$ cat src/rtl/dmem_arb_pkg.sv
// Shared types and constants for the data-memory arbiter.
package dmem_arb_pkg;

   typedef enum logic [1:0] {
      IDLE,
      ACCESS,
      DONE
   } state_t;

   localparam logic OWN_I = 1'b0;
   localparam logic OWN_D = 1'b1;

   localparam int unsigned DEF_ADDR_W = 6;
   localparam int unsigned DEF_DATA_W = 32;

   // Wide enough for the largest legal MAX_WAIT (15).
   localparam int unsigned WAIT_CNT_W = 4;

endpackage

$ cat src/rtl/dmem_arbiter_if.sv
// Requester and memory-side signals of the data-memory arbiter.
interface dmem_arbiter_if #(
   parameter int unsigned ADDR_W = 6,
   parameter int unsigned DATA_W = 32
);

   logic              i_req;
   logic [ADDR_W-1:0] i_addr;
   logic              i_ack;
   logic [DATA_W-1:0] i_rdata;

   logic              d_req;
   logic              d_we;
   logic [ADDR_W-1:0] d_addr;
   logic [DATA_W-1:0] d_wdata;
   logic              d_ack;
   logic [DATA_W-1:0] d_rdata;

   logic              mem_read;
   logic              mem_write;
   logic [ADDR_W-1:0] mem_addr;
   logic [DATA_W-1:0] mem_wdata;
   logic [DATA_W-1:0] mem_rdata;

   logic              busy;

   // Arbiter side.
   modport slave (
      input  i_req, i_addr, d_req, d_we, d_addr, d_wdata, mem_rdata,
      output i_ack, i_rdata, d_ack, d_rdata,
      output mem_read, mem_write, mem_addr, mem_wdata, busy
   );

   // Pipeline and memory side.
   modport master (
      output i_req, i_addr, d_req, d_we, d_addr, d_wdata, mem_rdata,
      input  i_ack, i_rdata, d_ack, d_rdata,
      input  mem_read, mem_write, mem_addr, mem_wdata, busy
   );

endinterface

$ cat src/rtl/dmem_arbiter_wait_counter.sv
// Saturating count of arbitrations lost by the instruction port.
module arb_wait_counter
   import dmem_arb_pkg::*;
#(
   parameter int unsigned MAX_WAIT = 4
) (
   input  logic clk,
   input  logic rst,
   input  logic inc_i,
   input  logic clr_i,
   output logic sat_o
);

   localparam logic [WAIT_CNT_W-1:0] MAX_C = WAIT_CNT_W'(MAX_WAIT);

   logic [WAIT_CNT_W-1:0] cnt_q;
   logic [WAIT_CNT_W-1:0] cnt_d;

   // Clear wins over increment; increment stops at MAX_WAIT.
   always_comb begin
      cnt_d = cnt_q;
      if (clr_i) begin
         cnt_d = '0;
      end else if (inc_i && (cnt_q != MAX_C)) begin
         cnt_d = cnt_q + 1'b1;
      end
   end

   // Counter register.
   always_ff @(posedge clk) begin
      if (rst) begin
         cnt_q <= '0;
      end else begin
         cnt_q <= cnt_d;
      end
   end

   assign sat_o = (cnt_q == MAX_C);

endmodule

$ cat src/rtl/dmem_arbiter.sv
// Two-requester arbiter for a single-ported data memory: D has fixed
// priority, I is forced through after MAX_WAIT consecutive losses.
module dmem_arbiter
   import dmem_arb_pkg::*;
#(
   parameter int unsigned ADDR_W   = DEF_ADDR_W,
   parameter int unsigned DATA_W   = DEF_DATA_W,
   parameter int unsigned MAX_WAIT = 4
) (
   input  logic           clk,
   input  logic           rst,
   dmem_arbiter_if.slave  bus
);

   state_t            state_q,   state_d;
   logic              owner_q,   owner_d;
   logic              we_q,      we_d;
   logic [ADDR_W-1:0] addr_q,    addr_d;
   logic [DATA_W-1:0] wdata_q,   wdata_d;
   logic [DATA_W-1:0] i_rdata_q, i_rdata_d;
   logic [DATA_W-1:0] d_rdata_q, d_rdata_d;

   logic cnt_inc;
   logic cnt_clr;
   logic cnt_sat;

   arb_wait_counter #(
      .MAX_WAIT (MAX_WAIT)
   ) u_wait (
      .clk   (clk),
      .rst   (rst),
      .inc_i (cnt_inc),
      .clr_i (cnt_clr),
      .sat_o (cnt_sat)
   );

   // Next state: arbitrate and latch the request in IDLE, capture read data
   // at the end of ACCESS, ack in DONE.
   always_comb begin
      state_d   = state_q;
      owner_d   = owner_q;
      we_d      = we_q;
      addr_d    = addr_q;
      wdata_d   = wdata_q;
      i_rdata_d = i_rdata_q;
      d_rdata_d = d_rdata_q;
      cnt_inc   = 1'b0;
      cnt_clr   = 1'b0;
      case (state_q)
         IDLE: begin
            if (bus.i_req || bus.d_req) begin
               if (bus.d_req && !(bus.i_req && cnt_sat)) begin
                  owner_d = OWN_D;
                  we_d    = bus.d_we;
                  addr_d  = bus.d_addr;
                  wdata_d = bus.d_wdata;
                  cnt_inc = bus.i_req;
               end else begin
                  owner_d = OWN_I;
                  we_d    = 1'b0;
                  addr_d  = bus.i_addr;
                  wdata_d = '0;
                  cnt_clr = 1'b1;
               end
               state_d = ACCESS;
            end
         end
         ACCESS: begin
            if (owner_q == OWN_I) begin
               i_rdata_d = bus.mem_rdata;
            end else begin
               d_rdata_d = we_q ? '0 : bus.mem_rdata;
            end
            state_d = DONE;
         end
         DONE: begin
            state_d = IDLE;
         end
         default: begin
            state_d = IDLE;
         end
      endcase
   end

   // State and latched-request registers.
   always_ff @(posedge clk) begin
      if (rst) begin
         state_q   <= IDLE;
         owner_q   <= OWN_D;
         we_q      <= 1'b0;
         addr_q    <= '0;
         wdata_q   <= '0;
         i_rdata_q <= '0;
         d_rdata_q <= '0;
      end else begin
         state_q   <= state_d;
         owner_q   <= owner_d;
         we_q      <= we_d;
         addr_q    <= addr_d;
         wdata_q   <= wdata_d;
         i_rdata_q <= i_rdata_d;
         d_rdata_q <= d_rdata_d;
      end
   end

   // Memory strobes only in ACCESS; rst gates the write so an access
   // abandoned by reset never reaches the array.
   assign bus.mem_read  = (state_q == ACCESS) && !we_q;
   assign bus.mem_write = (state_q == ACCESS) && we_q && !rst;
   assign bus.mem_addr  = (state_q == ACCESS) ? addr_q  : '0;
   assign bus.mem_wdata = (state_q == ACCESS) ? wdata_q : '0;

   assign bus.i_ack   = (state_q == DONE) && (owner_q == OWN_I);
   assign bus.d_ack   = (state_q == DONE) && (owner_q == OWN_D);
   assign bus.i_rdata = i_rdata_q;
   assign bus.d_rdata = d_rdata_q;
   assign bus.busy    = (state_q != IDLE);

endmodule

$ cat src/flat_wrapper.sv
// flat-port wrapper written by rule: the top's interface ports become plain ports
module dmem_arbiter_flat import dmem_arb_pkg::*;
#(
   parameter int unsigned ADDR_W   = DEF_ADDR_W,
   parameter int unsigned DATA_W   = DEF_DATA_W,
   parameter int unsigned MAX_WAIT = 4
)
  (clk, rst, bus_i_req, bus_i_addr, bus_d_req, bus_d_we, bus_d_addr, bus_d_wdata, bus_mem_rdata, bus_i_ack, bus_i_rdata, bus_d_ack, bus_d_rdata, bus_mem_read, bus_mem_write, bus_mem_addr, bus_mem_wdata, bus_busy);
  dmem_arbiter_if #(.ADDR_W(ADDR_W), .DATA_W(DATA_W)) bus_i ();
  input  logic clk;
  input  logic rst;
  input wire logic [$bits(bus_i.i_req)-1:0] bus_i_req;
  input wire logic [$bits(bus_i.i_addr)-1:0] bus_i_addr;
  input wire logic [$bits(bus_i.d_req)-1:0] bus_d_req;
  input wire logic [$bits(bus_i.d_we)-1:0] bus_d_we;
  input wire logic [$bits(bus_i.d_addr)-1:0] bus_d_addr;
  input wire logic [$bits(bus_i.d_wdata)-1:0] bus_d_wdata;
  input wire logic [$bits(bus_i.mem_rdata)-1:0] bus_mem_rdata;
  output wire logic [$bits(bus_i.i_ack)-1:0] bus_i_ack;
  output wire logic [$bits(bus_i.i_rdata)-1:0] bus_i_rdata;
  output wire logic [$bits(bus_i.d_ack)-1:0] bus_d_ack;
  output wire logic [$bits(bus_i.d_rdata)-1:0] bus_d_rdata;
  output wire logic [$bits(bus_i.mem_read)-1:0] bus_mem_read;
  output wire logic [$bits(bus_i.mem_write)-1:0] bus_mem_write;
  output wire logic [$bits(bus_i.mem_addr)-1:0] bus_mem_addr;
  output wire logic [$bits(bus_i.mem_wdata)-1:0] bus_mem_wdata;
  output wire logic [$bits(bus_i.busy)-1:0] bus_busy;
  assign bus_i.i_req = bus_i_req;
  assign bus_i.i_addr = bus_i_addr;
  assign bus_i.d_req = bus_d_req;
  assign bus_i.d_we = bus_d_we;
  assign bus_i.d_addr = bus_d_addr;
  assign bus_i.d_wdata = bus_d_wdata;
  assign bus_i.mem_rdata = bus_mem_rdata;
  assign bus_i_ack = bus_i.i_ack;
  assign bus_i_rdata = bus_i.i_rdata;
  assign bus_d_ack = bus_i.d_ack;
  assign bus_d_rdata = bus_i.d_rdata;
  assign bus_mem_read = bus_i.mem_read;
  assign bus_mem_write = bus_i.mem_write;
  assign bus_mem_addr = bus_i.mem_addr;
  assign bus_mem_wdata = bus_i.mem_wdata;
  assign bus_busy = bus_i.busy;
  dmem_arbiter #(.ADDR_W(ADDR_W), .DATA_W(DATA_W), .MAX_WAIT(MAX_WAIT)) u_core (.clk(clk), .rst(rst), .bus(bus_i));
endmodule
$ cat config.mk
export PLATFORM = sky130hd
export DESIGN_NAME = dmem_arbiter_flat
export DESIGN_NICKNAME = d
export VERILOG_FILES = /design/src/rtl/dmem_arb_pkg.sv /design/src/rtl/dmem_arbiter_if.sv /design/src/rtl/dmem_arbiter_wait_counter.sv /design/src/rtl/dmem_arbiter.sv /design/src/flat_wrapper.sv
export SDC_FILE = /design/constraint.sdc
export NUM_CORES = 1
export LEC_CHECK = 0
export BUFFER_PORTS_ARGS = -buffer_cell sky130_fd_sc_hd__buf_2
export CORE_ASPECT_RATIO = 0.9
export CORE_MARGIN = 2
export CORE_UTILIZATION = 40
export CTS_CLUSTER_SIZE = 10
export DETAILED_ROUTE_END_ITERATION = 6
export PLACE_DENSITY = 0.8
export SKIP_CTS_REPAIR_TIMING = 1
export SYNTH_ARGS = -nofsm -noshare
export SYNTH_HDL_FRONTEND = slang
export SYNTH_HIERARCHICAL = 1
export SYNTH_SLANG_ARGS = --single-unit
$ cat constraint.sdc
create_clock -name clk -period 3.9 [get_ports clk]
set_clock_uncertainty 0.05 [all_clocks]
set_input_delay 0.585 -clock clk [delete_from_list [all_inputs] [get_ports clk]]
set_output_delay 0.585 -clock clk [all_outputs]
set_load 0.02 [all_outputs]
* After elaboration in Yosys (flattened, before gate mapping)
Cells that the tools add are included.
Word-level totals: register bits after elaboration 110, input port bits 81, logic and storage cells 48
Cells by class: $add $sub $neg 1, equality and inequality tests 5, mux-type cells 15, bitwise operators 1, reductions and logical operators 18
Operator list (count):
- $mux 32 | 3
- $mux 6 | 2
- $logic_and 1x1->1 | 8
- $mux 1 | 8
- $reduce_and 2->1 | 3
- $add 4x1->4 const B | 1
- $eq 4x3->1 const B | 1
- $ne 4x3->1 const B | 1
- $pmux 2 s2 | 1
- $logic_not 1->1 | 3
- $eq 2x1->1 const B | 1
- $eq 2x2->1 const B | 1
- $logic_not 2->1 | 1
- $mux 2 | 1
- $ne 2x1->1 const B | 1
- $reduce_bool 2->1 | 1
- $reduce_or 2->1 | 1
- $logic_or 1x1->1 | 1
- $not 1->1 | 1

* Longest topological paths before layout
depth after elaboration 8, depth in mapped cells 10, mapped depth without buffers 9

* Hierarchy
The synthesis kept the hierarchy.
By module, submodules not included:
- dmem_arbiter | times used 1, cells each 532, area an instance 4310.4 um^2
- arb_wait_counter | times used 1, cells each 25, area an instance 229.0 um^2

* Least setup slack after synthesis
OpenSTA, ideal clock, no wires.
kind register to register, start register u_core.u_wait.cnt_q[0], end register u_core.u_wait.cnt_q[3], setup time 0.059 ns, arrival 1.923 ns, data required time 3.791 ns, path slack 1.868 ns, cell stages (with the launch flop) 11, buffers on the path 1, clock period less this slack 2.032 ns, path through dfxtp_1 -> inv_1 -> ha_1 -> nand3b_1 -> inv_2 -> a21boi_2 -> buf_2 -> and3_1 -> nand4_2 -> nor4b_2 -> a31o_1
Between the ends: word-level cells in the longest chain between the ends 8
RTL lines:
- start, declared | RTL line dmem_arbiter_wait_counter.sv:16 | logic [WAIT_CNT_W-1:0] cnt_q;
- start signal, assigned | RTL line dmem_arbiter_wait_counter.sv:34 | cnt_q <= cnt_d;
- $eq 4x3->1 | RTL line dmem_arbiter_wait_counter.sv:38 | assign sat_o = (cnt_q == MAX_C);
- named net u_core.cnt_sat | RTL line dmem_arbiter.sv:25 | logic cnt_sat;
- $logic_and 1x1->1 | RTL line dmem_arbiter.sv:52 | if (bus.d_req && !(bus.i_req && cnt_sat)) begin
- $logic_not 1->1 | RTL line dmem_arbiter.sv:52
- $logic_and 1x1->1 | RTL line dmem_arbiter.sv:52
- $mux 1 | RTL line dmem_arbiter.sv:52
- $mux 1 | RTL line dmem_arbiter.sv:51 | if (bus.i_req || bus.d_req) begin
- $mux 1 | RTL line dmem_arbiter.sv:49 | case (state_q)
- named net u_core.cnt_inc | RTL line dmem_arbiter.sv:23 | logic cnt_inc;
- $logic_and 1x1->1 | RTL line dmem_arbiter_wait_counter.sv:24 | end else if (inc_i && (cnt_q != MAX_C)) begin
The timed path passes the listed nets, and every way through them passes these cells. A chain may end at the register's enable or synchronous reset.

* Worst setup path after layout
start register u_core.state_q[1], end output port bus_busy
Between the ends: word-level cells in the longest chain between the ends 1
RTL lines:
- start, declared | RTL line dmem_arbiter.sv:15 | state_t state_q, state_d;
- start signal, assigned | RTL line dmem_arbiter.sv:96 | state_q <= state_d;
- $reduce_bool 2->1 | RTL line dmem_arbiter.sv:117 | assign bus.busy = (state_q != IDLE);
- end, declared | RTL line flat_wrapper.sv:27 | output wire logic [$bits(bus_i.busy)-1:0] bus_busy;
Every way passes these cells.

==> impl_metrics.env <==
export IMPL_vias=4442
export IMPL_final_nets=797
export IMPL_layout_cells_non_filler=871
export IMPL_arrival_ps=1840
export IMPL_clk_pin_slew_ps=70
export IMPL_cpMaxStageDelayCell="nor2_2"
export IMPL_synthAdderAreaFrac_pct=0.5513
export IMPL_n_antenna_cell=0
export IMPL_routedWlPerCell_um=13.71
export IMPL_synth_nets=640
export IMPL_cp_end_kind="output pin"
export IMPL_place_area_um2=5500
export IMPL_fill_cells=1104
export IMPL_ios=188
export IMPL_path_cells="nor2_2 > inv_1 > buf_2"
export IMPL_drc=0
export IMPL_antenna_found_initial=0
export IMPL_cts_root_buf="clkbuf_16"
export IMPL_power_switching_uw=679.7
export IMPL_slew_headroom_pct=25.51
export IMPL_portBuffers=187
export IMPL_totalWireLength_um=11940
export IMPL_maxCapViolCount=0
export IMPL_period_share_pct=63.50
export IMPL_power_frac_seq_pct=49.6
export IMPL_die_w_um=116.3
export IMPL_die_area_um2=12220
export IMPL_tightestPinTransition_ps=1117
export IMPL_vdd_drop_max_v=0.0002766
export IMPL_crit_family="simple AND/OR/NAND/NOR gates"
export IMPL_power_clock_fraction_pct=35.6
export IMPL_design_area_um2=5784
export IMPL_track_usage_pct=19.00
export IMPL_syn_inst=557
export IMPL_path_class="reg2out"
export IMPL_gp_congestion=0.7713
export IMPL_synth_top_family_by_area="simple AND/OR/NAND/NOR gates"
export IMPL_ys_ff_latch=110
export IMPL_period_minus_slack_ps=2476
export IMPL_clockBufferDepth=2
export IMPL_synth_xor_xnor_area_share_pct=0
export IMPL_power_density_nw_per_um2=422.2
export IMPL_final_antenna_net_count=0
export IMPL_rsz0062_at_grt="false"
export IMPL_layout_commonest_cell="buf_2"
export IMPL_yosysSeqAreaShare_pct=48.51
export IMPL_area_delta_synth_final_pct=27.43
export IMPL_drtIter0Drc=410
export IMPL_critPathRequiredTime_ps=3260
export IMPL_synth_cell_types=33
export IMPL_pre_cts_slack_ps=1492
export IMPL_syn_area_per_cell_um2=8.150
export IMPL_cell_internal_pwr_mw=1.762
export IMPL_total_power_mw=2.442
export IMPL_coreArea_um2=10950
export IMPL_cts_buffers_inserted=9
export IMPL_drv_slew=0
export IMPL_grt_pass1_vias=3969
export IMPL_leakagePower_nw=2.522
export IMPL_cts_tree="yes"
export IMPL_syn_area_um2=4539
export IMPL_finalHoldViolCount=0
export IMPL_synth_mux_area_share_pct=0
export IMPL_finalSetupViolCount=0
export IMPL_clk_latency_ps=340
export IMPL_startpoint_type="flop"
export IMPL_worstHoldPathType="reg2reg"
export IMPL_grt_overflow=0
export IMPL_start_util_pct=41.47
export IMPL_setup_slack_ps=1424
export IMPL_dp_hpwl_um=7989
export IMPL_rows=36
export IMPL_yosysWarnings=6
export IMPL_pwr_share_comb_pct=14.8
export IMPL_outcome="complete, no violations"
export IMPL_via_per_inst=5.100
export IMPL_drive_above_1_share_pct=30.88
export IMPL_cp_max_fo=21
export IMPL_switching_share_pct=27.84
export IMPL_grt_pass1_wl_um=18890
export IMPL_layout_common_cells="buf_2, dfxtp_1, a21oi_1"
export IMPL_dr_pass1_iters=5
export IMPL_max_stage_delay_ps=680
export IMPL_htreeDepth=3
export IMPL_grt_start_max_net_pins=59
export IMPL_crit_buf_inv=2
export IMPL_setup_tns_final_ps=0
export IMPL_place_inst=855
export IMPL_synth_compound_area_share_pct=17.25
export IMPL_synthSimpleGateAreaFrac_pct=27.73
export IMPL_clock_sinks=110
export IMPL_max_freq_ghz=0.4038
export IMPL_die_y_um=105.1
power by group through the flow:
stage	clock network, mW	registers (mW)	logic, mW
after floorplan	0	1.26	0.205
final	0.870	1.21	0.361
after CTS	0.893	1.21	0.362
after detailed placement	0	1.24	0.361
after global placement	0	1.24	0.358
after global routing	0.933	1.22	0.398
worst min-delay path: cells and delay by family (launching register included):
kind / cells / cell delay, ps
simple gates: 1 / 50
flops: 1 / 310
compound gates: 1 / 50
registers in the layout (all words and copies together) (netlist names):
name,flops
u_core/bus.i_rdata,32
u_core/we_q,1
u_core/addr_q,6
u_core/owner_q,1
u_core/wdata_q,32
u_core/u_wait/cnt_q,4
u_core/state_q,2
u_core/bus.d_rdata,32
final cells by class:
type	instances	area, um2	area share, %
clock buffer	10	239.0	4.132
clock inverter	6	45.04	0.7787
inverter	5	18.77	0.3245
multi-input combinational	391	2076	35.89
sequential	110	2202	38.07
tap	152	190.2	3.288
timing repair buffer	197	1013	17.52
routing by layer:
| layer | share of wire [%] | GRT usage (%) | vias up |
|---|---|---|---|
| met3 | 6.1 | 4.234 | 13 |
| met1 | 45 | 25.14 | 2080 |
| met2 | 48 | 30.81 | 146 |
| met4 | 1.2 | 5.527 | 0 |
| met5 | 0 | 0 | - |
| li1 | - | - | 2203 |
through the flow:
stage	util (%)	hold slack, ps
floorplan	-	398.9
global placement	50.25	386.1
detailed placement	50.25	391.3
CTS	52.85	401.0
global route	52.85	419.4
finish	52.85	398.0
synthesized netlist by cell type (all sizes together):
| master | number | area share (%) |
|---|---|---|
| a21boi | 3 | 0.58 |
| a21oi | 98 | 11 |
| a221o | 1 | 0.22 |
| a31o | 1 | 0.19 |
| a31oi | 6 | 0.83 |
| and2 | 40 | 5.5 |
| and3 | 1 | 0.14 |
| and3b | 2 | 0.39 |
| buf | 22 | 3.1 |
| clkbuf | 29 | 2.4 |
| dfxtp | 110 | 49 |
| ha | 2 | 0.55 |
| inv | 5 | 0.41 |
| nand2 | 96 | 7.9 |
| nand2b | 2 | 0.28 |
| nand3 | 48 | 5.3 |
| nand3b | 34 | 5.6 |
| nand4 | 1 | 0.28 |
| nor2 | 7 | 0.63 |
| nor2b | 1 | 0.14 |
| nor3b | 3 | 0.72 |
| nor4 | 1 | 0.28 |
| nor4b | 1 | 0.33 |
| o21ai | 42 | 4.6 |
| or3b | 1 | 0.19 |
path summary, 6_finish.rpt:
| path | endpoint | from | slack, ps | cells after the start |
|---|---|---|---|---|
| max | bus_busy | u_core/state_q[1] | 1420 | 3 |
| min | u_core/bus.d_rdata[10] | u_core/bus.d_rdata[10] | 400 | 2 |
| max reg2reg | u_core/u_wait/cnt_q[3] | u_core/u_wait/cnt_q[0] | 1470 | 10 |
| min reg2reg | u_core/bus.d_rdata[10] | u_core/bus.d_rdata[10] | 400 | 2 |
cell families after synthesis:
group,after synthesis
and+or+nand+nor,238
buffers and inverters,56
DFF,110
adders and majority gates,2
AOI/OAI and AO/OA,151
(Power assumes the default switching activity.)
